[config.mk]
export PLATFORM = sky130hd
export DESIGN_NAME = regfile_write_scheduler
export DESIGN_NICKNAME = d
export VERILOG_FILES = /design/src/rtl/regfile_write_scheduler.sv
export SDC_FILE = /design/constraint.sdc
export NUM_CORES = 1
export LEC_CHECK = 0
export BUFFER_PORTS_ARGS = -buffer_cell sky130_fd_sc_hd__clkbuf_2
export CAP_MARGIN = 0
export CORE_MARGIN = 5
export CORE_UTILIZATION = 56
export DETAILED_ROUTE_END_ITERATION = 12
export PLACE_DENSITY = 0.8
export SYNTH_ARGS = -nofsm -noshare
export SYNTH_HDL_FRONTEND = slang
export SYNTH_SLANG_ARGS = --single-unit
[constraint.sdc]
create_clock -name clk -period 2.6 [get_ports clk]
set_input_delay 0 -clock clk [delete_from_list [all_inputs] [get_ports clk]]
set_output_delay 0 -clock clk [all_outputs]
set_load 0.005 [all_outputs]
[src/rtl/regfile_write_scheduler.sv]
// ---------------------------------------------------------------------------
// regfile_write_scheduler
//
// Drives the register file's single write port from two writeback sources:
//   - the single-cycle ALU result, which always wins the slot when it targets
//     a real register;
//   - load returns from the data cache, which are buffered in a small circular
//     FIFO and drain whenever the ALU leaves the slot free.
// It also keeps a per-register busy scoreboard so decode can stall on
// registers that still have a load in flight.
//
// Ports
//   clk, rst                 clock (posedge) / asynchronous active-low reset
//   alu_we/alu_rd/alu_data   ALU writeback, no backpressure
//   ld_issue/ld_issue_rd     load issued to the cache (sets busy bit)
//   ld_valid/ld_rd/ld_data   load return from the cache
//   ld_ready                 FIFO can accept a load return (0 during reset)
//   writeRpoint/writeData/
//   writeEnable              registered register-file write port
//   busy_mask                bit i = load pending to register i
//   q_count                  FIFO occupancy
// ---------------------------------------------------------------------------
module regfile_write_scheduler #(
    parameter int DATA_W = 32,
    parameter int ADDR_W = 5,
    parameter int QDEPTH = 4
) (
    input  logic                      clk,
    input  logic                      rst,
    input  logic                      alu_we,
    input  logic [ADDR_W-1:0]         alu_rd,
    input  logic [DATA_W-1:0]         alu_data,
    input  logic                      ld_issue,
    input  logic [ADDR_W-1:0]         ld_issue_rd,
    input  logic                      ld_valid,
    input  logic [ADDR_W-1:0]         ld_rd,
    input  logic [DATA_W-1:0]         ld_data,
    output logic                      ld_ready,
    output logic [ADDR_W-1:0]         writeRpoint,
    output logic [DATA_W-1:0]         writeData,
    output logic                      writeEnable,
    output logic [(2**ADDR_W)-1:0]    busy_mask,
    output logic [$clog2(QDEPTH):0]   q_count
);

    localparam int PW   = $clog2(QDEPTH);
    localparam int CW   = PW + 1;
    localparam int NREG = 2**ADDR_W;

    // FIFO storage and pointers. QDEPTH is a power of two, so the pointers
    // wrap naturally at their width.
    logic [ADDR_W-1:0] q_rd   [QDEPTH];
    logic [DATA_W-1:0] q_data [QDEPTH];
    logic [PW-1:0]     head;
    logic [PW-1:0]     tail;

    logic              alu_go;
    logic              push;
    logic              pop;
    logic              emit;
    logic [ADDR_W-1:0] emit_rd;
    logic [DATA_W-1:0] emit_data;
    logic [NREG-1:0]   busy_nxt;

    // Readiness depends only on the registered count: a full queue refuses a
    // return even when it is draining this cycle, which keeps the path short.
    assign ld_ready = rst && (q_count < CW'(QDEPTH));

    // A write to register 0 is no write at all, so it leaves the slot free.
    assign alu_go = alu_we && (alu_rd != '0);
    // Returns to register 0 complete the handshake but are dropped here.
    assign push   = ld_valid && ld_ready && (ld_rd != '0);
    assign pop    = !alu_go && (q_count != '0);
    assign emit   = alu_go || pop;

    // NOTE: every signal assigned in always_comb gets a default at the top so
    // no path leaves it unassigned and a latch cannot be inferred.
    always_comb begin
        emit_rd   = q_rd[head];
        emit_data = q_data[head];
        if (alu_go) begin
            emit_rd   = alu_rd;
            emit_data = alu_data;
        end
    end

    // Scoreboard next state: clear on emit first, then set, so a new issue to
    // the same register on the same edge keeps the bit busy.
    always_comb begin
        busy_nxt = busy_mask;
        if (pop) begin
            busy_nxt[q_rd[head]] = 1'b0;
        end
        if (ld_issue && (ld_issue_rd != '0)) begin
            busy_nxt[ld_issue_rd] = 1'b1;
        end
        busy_nxt[0] = 1'b0;
    end

    // NOTE: sequential state uses non-blocking assignments so every register
    // samples the pre-edge values regardless of statement order.
    always_ff @(posedge clk or negedge rst) begin
        if (!rst) begin
            head        <= '0;
            tail        <= '0;
            q_count     <= '0;
            busy_mask   <= '0;
            writeEnable <= 1'b0;
            writeRpoint <= '0;
            writeData   <= '0;
        end else begin
            if (push) begin
                tail <= tail + 1'b1;
            end
            if (pop) begin
                head <= head + 1'b1;
            end
            if (push && !pop) begin
                q_count <= q_count + 1'b1;
            end else if (pop && !push) begin
                q_count <= q_count - 1'b1;
            end

            busy_mask   <= busy_nxt;
            writeEnable <= emit;
            // Index and data hold their last values when the slot is idle.
            if (emit) begin
                writeRpoint <= emit_rd;
                writeData   <= emit_data;
            end
        end
    end

    // NOTE: the FIFO array is deliberately not reset; the pointers and count
    // define which entries are valid, so stale contents are never observed.
    always_ff @(posedge clk) begin
        if (push) begin
            q_rd[tail]   <= ld_rd;
            q_data[tail] <= ld_data;
        end
    end

endmodule

Yosys cells after proc, flatten, opt, wreduce, memory -nomap -nowiden
Memories as Yosys holds them, arrays and structs flattened.
Index checks and enable logic that the tools add are counted.
{"block": "word_totals", "reg_bits": 76, "ramBits": 148, "output_inout_bits": 74, "wordCells": 52, "n_memories": 2}
{"name": "q_data", "depth": 4, "word_bits": 32, "rd": 1, "rd_clocked_by_memory_dff": 0, "write_ports": 1, "line_no": "53", "source": "logic [DATA_W-1:0] q_data [QDEPTH];"}
{"name": "q_rd", "depth": 4, "word_bits": 5, "rd": 1, "rd_clocked_by_memory_dff": 0, "write_ports": 1, "line_no": "52", "source": "logic [ADDR_W-1:0] q_rd [QDEPTH];"}
{"block": "classes", "addsub": 4, "n_lt_le_gt_ge": 5, "n_mux": 12, "bitwise": 3, "n_reduce_logical": 19}
{"operator": "two-way mux 32 bit", "n": 3}
{"operator": "bitwise AND 32 bit", "n": 1}
{"operator": "NOT 32 bit", "n": 1}
{"operator": "OR 32 bit", "n": 1}
{"operator": "nonzero test 5 bit", "n": 3}
{"operator": "less-than comparator 5 x 6 -> 1 bit, second input constant", "n": 2}
{"operator": "demux 1 bit (select 5 bit)", "n": 2}
{"operator": "greater-or-equal comparator 5 x 1 -> 1 bit, second input constant", "n": 2}
{"operator": "logical AND 1 bit", "n": 10}
{"operator": "two-way mux 3 bit", "n": 2}
{"operator": "two-way mux 5 bit", "n": 1}
{"operator": "adder 2 x 1 -> 2 bit, second input constant", "n": 2}
{"operator": "two-way mux 1 bit", "n": 4}
{"operator": "adder 3 x 1 -> 3 bit, second input constant", "n": 1}
{"operator": "zero test 1 bit", "n": 3}
{"operator": "less-than comparator 3 bit, second input constant", "n": 1}
{"operator": "nonzero test 3 bit", "n": 1}
{"operator": "subtractor 3 x 1 -> 3 bit, second input constant", "n": 1}
{"operator": "nonzero test 2 bit", "n": 1}
{"operator": "logical OR 1 bit", "n": 1}

Longest topological paths before layout
An unclocked memory read counts as a cell.
{"block": "depth", "ltp_word": 10, "ltp_mapped": 9}

Least setup slack after synthesis
Ideal clock, no wire load.
{"block": "synth_timing", "path_kind": "reg-to-reg", "start": "register q_count[2]", "end": "memory q_data[0][0], enable pin", "arrival_time_ns": 1.960, "required_time_ns": 2.202, "setup_slack_ns": 0.242, "path_stages_with_launch": 5, "path_buffers": 0, "synth_period_minus_slack_ns": 2.358, "cell_sequence": "dfrtp_1 -> nor2b_1 -> nand2_1 -> a21oi_1 -> and2_1"}
{"block": "synth_between", "elab_chain_cells": 6}
{"element": "start: declaration", "line_no": "43", "source": "output logic [$clog2(QDEPTH):0] q_count"}
{"element": "start signal: assignment", "line_no": "119", "source": "q_count <= q_count + 1'b1;"}
{"element": "start signal: assignment", "line_no": "121", "source": "q_count <= q_count - 1'b1;"}
{"element": "less-than comparator 3 bit", "line_no": "67", "source": "assign ld_ready = rst && (q_count < CW'(QDEPTH));"}
{"element": "logical AND 1 bit", "line_no": "67"}
{"element": "net ld_ready", "line_no": "38", "source": "output logic ld_ready,"}
{"element": "logical AND 1 bit (2 in series)", "line_no": "72", "source": "assign push = ld_valid && ld_ready && (ld_rd != '0);"}
{"element": "net push", "line_no": "58", "source": "logic push;"}
{"element": "two-way mux 1 bit", "line_no": "137", "source": "if (push) begin"}
{"element": "two-way mux 1 bit (implied by the code)", "line_no": "139", "source": "q_data[tail] <= ld_data;"}
{"element": "end: declaration", "line_no": "53"}
The timed path passes the listed nets, and every way through them passes these cells.

Final worst setup path
{"block": "layout_timing", "start": "register q_count[0]", "end": "register writeRpoint[1]"}
{"block": "layout_between", "elab_chain_cells": 3}
{"element": "nonzero test 3 bit", "line_no": "73", "source": "assign pop = !alu_go && (q_count != '0);"}
{"element": "logical AND 1 bit", "line_no": "73"}
{"element": "logical OR 1 bit", "line_no": "74", "source": "assign emit = alu_go || pop;"}
{"element": "end signal: assignment", "line_no": "128", "source": "writeRpoint <= emit_rd;"}
{"element": "end: declaration", "line_no": "39", "source": "output logic [ADDR_W-1:0] writeRpoint,"}
No other way between the ends.
A chain may end at the register's enable or synchronous reset.

==> impl_metrics.tcl <==
set metrics [dict create \
    crit_path_max_incr_delay_ns 0.56 \
    critPathKind "reg2reg" \
    status "finished clean" \
    drive_gt1_frac 0.3110 \
    grt_pass1_wl_um 35730 \
    synth_area_um2 9201 \
    fin_crit_sh 0.9170 \
    clkSinkCount 224 \
    crit_family "buffers and inverters" \
    fin_nets 924 \
    layout.cells.most_common_list "155 x clkbuf_2, 148 x edfxtp_1, 88 x nor2_1" \
    period_minus_slack_ns 2.384 \
    ys_ff_latch 224 \
    synth_flop_cell "edfxtp_1" \
    arrival_ns 2.77 \
    slew_headroom 0.3229 \
    clock_latency_ns 0.52 \
    fp-row-count 46 \
    crit_fanout 39 \
    ys_types 53 \
    maxSlewViolCount 0 \
    cts_htree_levels 1 \
    wl_um 22210 \
    cts_made_buffers 24 \
    wire_per_inst_um 20.76 \
    peakVddDrop_mv 0.6667 \
    grt_overflow 0 \
    ios 158 \
    die_y_um 138.2 \
    drcViolationCount 0 \
    synth_edf_count 148 \
    min_from "ld_issue_rd[4]" \
    vias 6110 \
    hp-class "in2reg" \
    worstPathCellList "nor3_4, buf_6, mux2_2, a22o_1, dlygate4sd3_1" \
    coreArea_um2 16000 \
    r2r_start "q_count[0]$_DFFE_PN0P_" \
    vias_per_cell 5.710 \
    path_depth 5 \
    final_common_cell "clkbuf_2" \
    hpwl_um 13530 \
    first_global_vias 6373 \
    powerDensity_nw_per_um2 1014 \
    tightest_slew_ns 1.016 \
    cp-end-kind "flip-flop" \
    gp_routability_congestion 0.8985 \
    grt_max_degree 77 \
    io_buffers 156 \
    ys_top_cells_by_area "edfxtp_1 48%, dfrtp_1 21%, mux4_2 8.8%" \
    fp.dieArea_um2 19100 \
    crit_path_top_delay_cell "dlygate4sd3_1" \
    initial_core_util 0.5751 \
    dp_cells 940 \
    ys_async_sr_fraction 0.3393 \
    instances_no_fill 1070 \
    hold_depth 5 \
    setup_viol 0 \
    skew_ns 0.02258 \
    synth.top_cell.area_share 0.4830 \
    cp.required_ns 2.98 \
    fmax_mhz 419.4 \
    drt_iter0_drc 513 \
    cts_root_buf "clkbuf_16" \
    rsz0062_at_grt "no" \
    synth_nets 675 \
    crit_buf_inv 2 \
    maxCapViolations 0 \
    path_clk_slew_ns 0.06 \
    clock_path_buffers 3 \
    area_growth_pct 29.68 \
    tns_ns 0 \
    drtPass1Iterations 5 \
    drt.antenna.violating_nets 0 \
    syn_avg_cell_area_um2 15.73 \
    yosys_warnings 0 \
    antenna_found_initial 2 \
    rr_worst_depth 5 \
    hold_violations 0 \
    start_kind "flip-flop" \
    leakagePower_nw 4.559 \
    yosysSeqAreaShare 0.6897 \
    cts_tree "yes" \
    grt_usage 0.2341 \
    critical_path.startpoint "q_count[0]$_DFFE_PN0P_" \
    synth_top_area_cell "edfxtp_1" \
    syn_inst 585 \
    die_w_um 138.2 \
]
kinds of logic (layout without fill, tap and decap cells):
kind of cell | count (synthesis) | count (layout) | synth area share
compound gates | 81 | 81 | 0.05453
xor+xnor | 6 | 6 | 0.005712
fa+ha+maj | 6 | 6 | 0.008975
buf+inv | 36 | 303 | 0.02080
flops | 224 | 224 | 0.6897
mux | 78 | 78 | 0.1361
other cells | 1 | 3 | 0.0004076
simple gates | 153 | 153 | 0.08377
Yosys cell counts (4+ instances only):
library cell,number
and2_1,4
nor2_1,88
nor2b_1,4
mux2_2,4
nor3_1,21
nand2b_1,5
buf_2,9
dfrtp_1,76
edfxtp_1,148
a21oi_2,6
nand2_1,6
clkbuf_1,14
mux2i_1,37
mux4_2,36
nor3b_1,4
a21oi_1,57
a31oi_1,4
inv_1,5
ha_1,5
sequential cells by signal, indices dropped and copies added, names as in the netlist:
signal,flops
q_data,128
writeData,32
busy_mask,31
q_rd,20
writeRpoint,5
q_count,3
head,2
tail,2
writeEnable,1
where the power goes:
group	total (mW)	leakage [nW]	internal [mW]	switching, mW
Combinational	3.57	1.94	1.74	1.83
Sequential	5.00	2.22	4.51	0.487
Clock	3.53	0.400	2.15	1.38
tightest hold or removal path: stages:
cell and delay [ns]:
clkbuf_2 0.19, or3_1 0.17, nor2_1 0.07, nor2_1 0.08, a31oi_1 0.04
cell type report:
| type | count | area [um^2] |
|---|---|---|
| antenna | 2 | 5.005 |
| clock buffer | 33 | 644.4 |
| clock inverter | 11 | 187.7 |
| fill | 980 | 4068 |
| inverter | 5 | 18.77 |
| multi-input combinational | 325 | 2675 |
| sequential | 224 | 6349 |
| tap | 216 | 270.3 |
| timing repair buffer | 254 | 1783 |
layer usage:
metal  GRT usage  up-vias  wire length [um]
li1            -     2734                 -
met1      0.3092     3062              8913
met2      0.4006      271             11310
met3     0.04931       43              1491
met4     0.06136        0               492
met5           0        -                 0
final timing paths:
check / end / slack [ns]
min reg2reg: busy_mask[21]$_DFF_PN0_ / 0.53
max in group asynchronous: head[1]$_DFFE_PN0N_ / 1.56
max reg2reg: writeRpoint[1]$_DFFE_PN0P_ / 0.22
max: writeRpoint[1]$_DFFE_PN0P_ / 0.22
min in group asynchronous: tail[0]$_DFFE_PN0P_ / 0.34
min: busy_mask[2]$_DFF_PN0_ / 0.09
metrics by stage:
stage          total power [mW]  cell area (um^2)    util  hold slack (ns)  worst slack, ns
6_report                  12.10             11930  0.7458          0.08983           0.2158
5_1_grt                   12.74             11930  0.7458          0.09230           0.1334
4_1_cts                   12.12             11920  0.7452          0.04910          0.07800
3_5_place_dp              8.493             10250  0.6407           0.2212           0.3534
3_3_place_gp              8.332             10250  0.6407           0.2153           0.4330
2_1_floorplan             7.235              9201       -          -0.2956           0.2420
repair_timing:
item	CTS	global route
hold buffers	84	0
endpoints found under the setup margin	0	1
gates resized for setup	0	1
hold endpoints to repair	268	0
setup buffers	0	0
No activity file was read; power rests on OpenSTA's default activity.
